<file path="src/rtl/amm_pipe_bridge.sv">
// ---------------------------------------------------------------------------
// amm_pipe_bridge
//   Pipelining bridge between the memory checker's Avalon-MM master (s_*)
//   and the memory controller (m_*).
//   - The command path is registered through a MAIN/SKID pair, so
//     s_waitrequest_o never depends combinationally on m_waitrequest_i.
//   - Outstanding read words are capped at MAX_PEND, so the readdata path
//     can never be overrun.
//   - Read data is returned in arrival order.
//
// Optional feature macro: AMM_BRIDGE_RSP_REG_EN
//   defined   : s_readdatavalid_o/s_readdata_o are registered (1 cycle latency)
//   undefined : combinational pass-through from m_readdatavalid_i/m_readdata_i
//
// Ports
//   clk_i, rst_i            clock, synchronous active-low reset
//   s_* (command inputs)    address, read, write, writedata, burstcount, byteenable
//   s_waitrequest_o         slave stall (skid full or read credit exhausted)
//   s_readdatavalid_o/_data read response towards the checker
//   m_* (command outputs)   registered copy of the accepted command stream
//   m_waitrequest_i         memory stall
//   m_readdatavalid_i/_data read response from the memory controller
// ---------------------------------------------------------------------------

package rtl_settings_pkg;

  localparam int unsigned AMM_ADDR_W  = 24;
  localparam int unsigned AMM_DATA_W  = 32;
  localparam int unsigned AMM_BURST_W = 4;
  localparam int unsigned DATA_B_W    = AMM_DATA_W / 8;

  // One Avalon-MM command beat as held in the MAIN and SKID registers.
  typedef struct packed {
    logic                   rd;
    logic                   wr;
    logic [AMM_ADDR_W-1:0]  addr;
    logic [AMM_DATA_W-1:0]  wdata;
    logic [AMM_BURST_W-1:0] burst;
    logic [DATA_B_W-1:0]    be;
  } amm_cmd_t;

endpackage

module amm_pipe_bridge
  import rtl_settings_pkg::*;
#(
  parameter int unsigned MAX_PEND = 64
) (
  input  logic                   clk_i,
  input  logic                   rst_i,
  // slave side (from the memory checker)
  input  logic [AMM_ADDR_W-1:0]  s_address_i,
  input  logic                   s_read_i,
  input  logic                   s_write_i,
  input  logic [AMM_DATA_W-1:0]  s_writedata_i,
  input  logic [AMM_BURST_W-1:0] s_burstcount_i,
  input  logic [DATA_B_W-1:0]    s_byteenable_i,
  output logic                   s_waitrequest_o,
  output logic                   s_readdatavalid_o,
  output logic [AMM_DATA_W-1:0]  s_readdata_o,
  // master side (to the memory controller)
  output logic [AMM_ADDR_W-1:0]  m_address_o,
  output logic                   m_read_o,
  output logic                   m_write_o,
  output logic [AMM_DATA_W-1:0]  m_writedata_o,
  output logic [AMM_BURST_W-1:0] m_burstcount_o,
  output logic [DATA_B_W-1:0]    m_byteenable_o,
  input  logic                   m_waitrequest_i,
  input  logic                   m_readdatavalid_i,
  input  logic [AMM_DATA_W-1:0]  m_readdata_i
);

  localparam int unsigned PEND_W = $clog2(MAX_PEND + 1);
  // One extra bit so pend + burstcount cannot wrap before the compare.
  localparam int unsigned SUM_W  = PEND_W + 1;

  amm_cmd_t            main_q, main_d;
  amm_cmd_t            skid_q, skid_d;
  logic                main_valid_q, main_valid_d;
  logic                skid_valid_q, skid_valid_d;
  logic [PEND_W-1:0]   pend_q, pend_d;

  amm_cmd_t            in_cmd;
  logic                beat;
  logic                accept;
  logic                main_free;
  logic                rd_block;
  logic                rsp_valid;
  logic [SUM_W-1:0]    pend_sum;
  logic [SUM_W-1:0]    pend_inc;
  logic [SUM_W-1:0]    pend_dec;

`ifdef AMM_BRIDGE_RSP_REG_EN
  logic                  rsp_valid_q, rsp_valid_d;
  logic [AMM_DATA_W-1:0] rsp_data_q,  rsp_data_d;
`endif

  // Response path: registered or pass-through; rsp_valid drives the credit return.
`ifdef AMM_BRIDGE_RSP_REG_EN
  always_comb begin
    rsp_valid_d = m_readdatavalid_i;
    rsp_data_d  = rsp_data_q;
    if (m_readdatavalid_i) begin
      rsp_data_d = m_readdata_i;
    end
  end

  assign s_readdatavalid_o = rsp_valid_q;
  assign s_readdata_o      = rsp_data_q;
`else
  assign s_readdatavalid_o = m_readdatavalid_i;
  assign s_readdata_o      = m_readdata_i;
`endif

  assign rsp_valid = s_readdatavalid_o;

  // Master command outputs come straight from the MAIN register.
  assign m_read_o       = main_valid_q & main_q.rd;
  assign m_write_o      = main_valid_q & main_q.wr;
  assign m_address_o    = main_q.addr;
  assign m_writedata_o  = main_q.wdata;
  assign m_burstcount_o = main_q.burst;
  assign m_byteenable_o = main_q.be;

  // Handshake, read-credit check and MAIN/SKID next state.
  always_comb begin
    in_cmd       = '{rd:    s_read_i,
                     wr:    s_write_i,
                     addr:  s_address_i,
                     wdata: s_writedata_i,
                     burst: s_burstcount_i,
                     be:    s_byteenable_i};
    beat         = s_read_i | s_write_i;
    pend_sum     = SUM_W'(pend_q) + SUM_W'(s_burstcount_i);
    rd_block     = s_read_i & (pend_sum > SUM_W'(MAX_PEND));
    // skid_valid_q is a flop, so only the read-credit term is combinational.
    s_waitrequest_o = skid_valid_q | rd_block;
    accept       = beat & ~s_waitrequest_o;
    main_free    = ~main_valid_q | ~m_waitrequest_i;

    main_d       = main_q;
    main_valid_d = main_valid_q;
    skid_d       = skid_q;
    skid_valid_d = skid_valid_q;

    // Drain: SKID always refills MAIN first to keep strict order.
    if (main_free) begin
      if (skid_valid_q) begin
        main_d       = skid_q;
        main_valid_d = 1'b1;
        skid_valid_d = 1'b0;
      end else begin
        main_valid_d = 1'b0;
      end
    end

    // Fill: accept implies SKID was empty, so SKID is never overwritten.
    if (accept) begin
      if (main_free && !skid_valid_q) begin
        main_d       = in_cmd;
        main_valid_d = 1'b1;
      end else begin
        skid_d       = in_cmd;
        skid_valid_d = 1'b1;
      end
    end

    // Read credit: add on accepted read, return one per delivered word,
    // ignore returns at zero (stale words after a reset).
    pend_inc = (accept & s_read_i) ? SUM_W'(s_burstcount_i) : '0;
    pend_dec = (rsp_valid && (pend_q != '0)) ? SUM_W'(1) : '0;
    pend_d   = PEND_W'(SUM_W'(pend_q) + pend_inc - pend_dec);
  end

  // State register.
  always_ff @(posedge clk_i) begin
    if (!rst_i) begin
      main_q       <= '0;
      main_valid_q <= 1'b0;
      skid_q       <= '0;
      skid_valid_q <= 1'b0;
      pend_q       <= '0;
`ifdef AMM_BRIDGE_RSP_REG_EN
      rsp_valid_q  <= 1'b0;
      rsp_data_q   <= '0;
`endif
    end else begin
      main_q       <= main_d;
      main_valid_q <= main_valid_d;
      skid_q       <= skid_d;
      skid_valid_q <= skid_valid_d;
      pend_q       <= pend_d;
`ifdef AMM_BRIDGE_RSP_REG_EN
      rsp_valid_q  <= rsp_valid_d;
      rsp_data_q   <= rsp_data_d;
`endif
    end
  end

  // A zero-length burst is an illegal command from the checker.
  a_burst_nonzero: assert property (@(posedge clk_i) disable iff (!rst_i)
    (s_read_i | s_write_i) |-> (s_burstcount_i != '0));

  a_pend_bound: assert property (@(posedge clk_i) disable iff (!rst_i)
    pend_q <= PEND_W'(MAX_PEND));

endmodule

</file>
<file path="config.mk">
export PLATFORM = sky130hd
export DESIGN_NAME = amm_pipe_bridge
export DESIGN_NICKNAME = d
export VERILOG_FILES = /design/src/rtl/amm_pipe_bridge.sv
export SDC_FILE = /design/constraint.sdc
export NUM_CORES = 1
export LEC_CHECK = 0
export BUFFER_PORTS_ARGS = -buffer_cell sky130_fd_sc_hd__buf_2
export CAP_MARGIN = 5
export CORE_AREA = 5 5 131 157
export CTS_BUF_LIST = sky130_fd_sc_hd__clkbuf_4
export DETAILED_ROUTE_END_ITERATION = 6
export DIE_AREA = 0 0 136 162
export GPL_TIMING_DRIVEN = 0
export HOLD_SLACK_MARGIN = 0.02
export PLACE_DENSITY = 0.69
export SYNTH_ARGS = -nofsm -noshare
export SYNTH_HDL_FRONTEND = slang
export SYNTH_SLANG_ARGS = --single-unit
</file>
<file path="constraint.sdc">
create_clock -name clk_i -period 11.9 [get_ports clk_i]
set_input_delay 2.38 -clock clk_i [delete_from_list [all_inputs] [get_ports clk_i]]
set_output_delay 2.38 -clock clk_i [all_outputs]
set_load 0.03 [all_outputs]
</file>
==> results_dict.tcl <==
set metrics [dict create \
    worstPathArrival_ps 4580 \
    drcViolationCount 0 \
    crit_fanout 3 \
    combPwrFrac_pct 41.2 \
    post-route-util_pct 46.7 \
    reg2reg_slack_ps 7380 \
    final.min_clock_period_ps 6960 \
    cts_tree "done" \
    min_to "skid_q[35]$_SDFFE_PN0P_" \
    start_util_pct 39.4 \
    syn_area_per_cell_sq_um 9.42 \
    grt.overflow.total 0 \
    worst_pin_slew_ps 688 \
    antenna_found_initial 1 \
    cts_buffers 17 \
    yosysMostFrequentCell "nand2_1" \
    seq_power_share_pct 40.7 \
    rr_startpoint "pend_q[0]$_SDFF_PN0_" \
    post_drt_wl_per_cell_um 13.7 \
    status "completed" \
    first_pass_iters 4 \
    die_w_um 136 \
    postCtsSetupBuffers 0 \
    gp_congestion 0.754 \
    via_per_inst 4.46 \
    r2r_cells 21 \
    grt_start_max_net_pins 17 \
    grt_pass1_vias 5701 \
    path_clk_slew_ps 120 \
    synth_common_cells "202 x nand2_1, 141 x dfxtp_1, 131 x mux2i_1" \
    cts.sinks 141 \
    grt_pass1_wl_mm 27.4 \
    worst_setup_path_end_kind "primary output" \
    maxSlewHeadroom_pct 54.1 \
    ys_seq_area_share_pct 38.2 \
    regArea_sq_mm 0.00282 \
    vias 5544 \
    clkPwrFrac_pct 18.1 \
    io_buffers 168 \
    dpl.hpwl_mm 12.9 \
    synthDistinctLibCells 43 \
    swShare_pct 37.0 \
    insertion_delay_ps 520 \
    synth_top_area_cell "dfxtp_1" \
    switching_power_w 0.000523 \
    ctsHoldBuffers 0 \
    hp-start "skid_q[35]$_SDFFE_PN0P_" \
    die_h_um 162 \
    critPathKind "in2out" \
    root_buffer "clkbuf_4" \
    powerDensity_mw_per_mm2 161 \
    start_kind "input pin" \
    worstPathRequired_ps 9520 \
    cap_violations 0 \
    ctsHtreeMaxLevel 4 \
    max_freq_mhz 144 \
    yosysWarnings 0 \
    rsz0062_at_grt "false" \
    grtUsageTotal_pct 15.5 \
    synth_edf_count 0 \
    multi_input_area_sq_mm 0.00352 \
    internal_power_w 0.000890 \
    drv_slew 0 \
    syn_to_final_growth_pct 18.7 \
    finalSetupTns_ps 0 \
    synthesis.nets 906 \
    synth-seq-cells 141 \
    routed_wl_mm 17.0 \
    coreArea_sq_mm 0.0188 \
    ioPinCount 202 \
    drive_gt1_share_pct 38.9 \
    ir_worst_vdd_mv 0.0531 \
    power.leakage_nw 4.59 \
    synth.top_cell.area_share_pct 38.2 \
    synth_flop_cell "dfxtp_1" \
    synthesis.area_sq_mm 0.00739 \
    fillCellCount 1913 \
    finalCritPeriodShare_pct 58.5 \
    ant_nets 0 \
    clock_skew_ps 14.0 \
    timing.rr.end "pend_q[6]$_SDFF_PN0_" \
    netlist_instances 785 \
    finalNetCount 1093 \
    cts_resized 0 \
    synthTopCellsByArea "dfxtp_1 38%, mux2i_1 18%, buf_4 11%" \
    synthArstFlopShare_pct 0 \
    worstHoldPathType "reg2reg" \
    finalHoldViolations 0 \
    die_area_sq_mm 0.0220 \
    drtIter0Drc 183 \
    num_rows 55 \
    finalSetupViolations 0 \
    hold_depth 2 \
    clock_path_buffers 2 \
]
[cell families after synthesis]
kind of cell,synth area share [%]
compound gates,2.91
mux,27.6
flops,38.2
fa+ha+maj,3.42
buf+inv,14.2
simple gates,12.7
xor+xnor,0.948
[worst max-delay path: stages]
cell,delay (ps)
buf_2,100
ha_1,160
inv_1,50
fa_1,380
nand2b_1,190
a21oi_1,170
xnor2_1,110
o41ai_1,490
nand2_1,140
a21o_1,210
buf_2,180
[final cells by class]
cell class / instances / area share (%)
diodes: 1 / 0.0285
plain buffers: 143 / 11.1
clock buffers: 19 / 1.63
clock inverters: 13 / 0.884
inverters: 20 / 0.855
multi-input cells: 481 / 40.1
flip-flops and latches: 141 / 32.2
well taps: 256 / 3.65
repair buffers: 168 / 9.58
[power by group through the flow]
stage | Sequential (W) | Clock, W | Combinational, W
detailed placement | 0.000586 | 0 | 0.000589
CTS | 0.000575 | 0.000270 | 0.000591
floorplan | 0.000574 | 0 | 0.000470
global route | 0.000584 | 0.000289 | 0.000640
global placement | 0.000585 | 0 | 0.000579
finish | 0.000575 | 0.000256 | 0.000583
[registers in the layout, indices dropped and copies added (netlist names)]
| signal | count |
|---|---|
| main_valid_q | 1 |
| m_address_o | 24 |
| m_writedata_o | 32 |
| pend_q | 7 |
| main_q | 2 |
| skid_q | 66 |
| skid_valid_q | 1 |
| m_byteenable_o | 4 |
| m_burstcount_o | 4 |
[metal layers]
metal / vias up / part of all wire [%] / global-route usage, %
met5: - / 0 / 0
met4: 0 / 1.1 / 5.09
met1: 2547 / 43 / 18.7
met2: 125 / 51 / 27.1
li1: 2861 / - / -
met3: 11 / 4.8 / 3.28
[metrics by stage]
step / hold WS, ps / area (sq um) / power, W / setup slack (ps) / std cells
2_1_floorplan: 435 / 7390 / 0.00104 / 5370 / 785
3_3_place_gp: 443 / 8550 / 0.00116 / 4960 / 1209
3_5_place_dp: 452 / 8550 / 0.00118 / 4930 / 1209
4_1_cts: 468 / 8770 / 0.00144 / 4940 / 1241
5_1_grt: 485 / 8780 / 0.00151 / 4740 / 1242
6_report: 463 / 8780 / 0.00141 / 4940 / 1242
[layout by cell type (no fill, tap or decap), drive strengths merged, types with 2 or more instances in the layout]
| cell type | count |
|---|---|
| a21o | 2 |
| o21ai | 2 |
| mux2 | 65 |
| xnor2 | 4 |
| buf | 283 |
| mux2i | 131 |
| a21oi | 7 |
| nand2 | 202 |
| clkinvlp | 6 |
| and2 | 8 |
| clkinv | 7 |
| clkbuf | 47 |
| nand3 | 2 |
| o21bai | 2 |
| nor2b | 4 |
| nand2b | 2 |
| ha | 17 |
| inv | 20 |
| nor3b | 2 |
| xor2 | 4 |
| a32o | 2 |
| nor2 | 4 |
| or3 | 2 |
| dfxtp | 141 |
| a211oi | 2 |
| fa | 2 |
[worst max path at each step]
stage                            from         endpoint  cells past startpoint
floorplan           s_burstcount_i[0]  s_waitrequest_o                      9
global placement    s_burstcount_i[0]  s_waitrequest_o                     11
detailed placement  s_burstcount_i[0]  s_waitrequest_o                     11
CTS                 s_burstcount_i[0]  s_waitrequest_o                     11
global route        s_burstcount_i[0]  s_waitrequest_o                     11
finish              s_burstcount_i[0]  s_waitrequest_o                     11
Power figures use the tool's default switching activity.
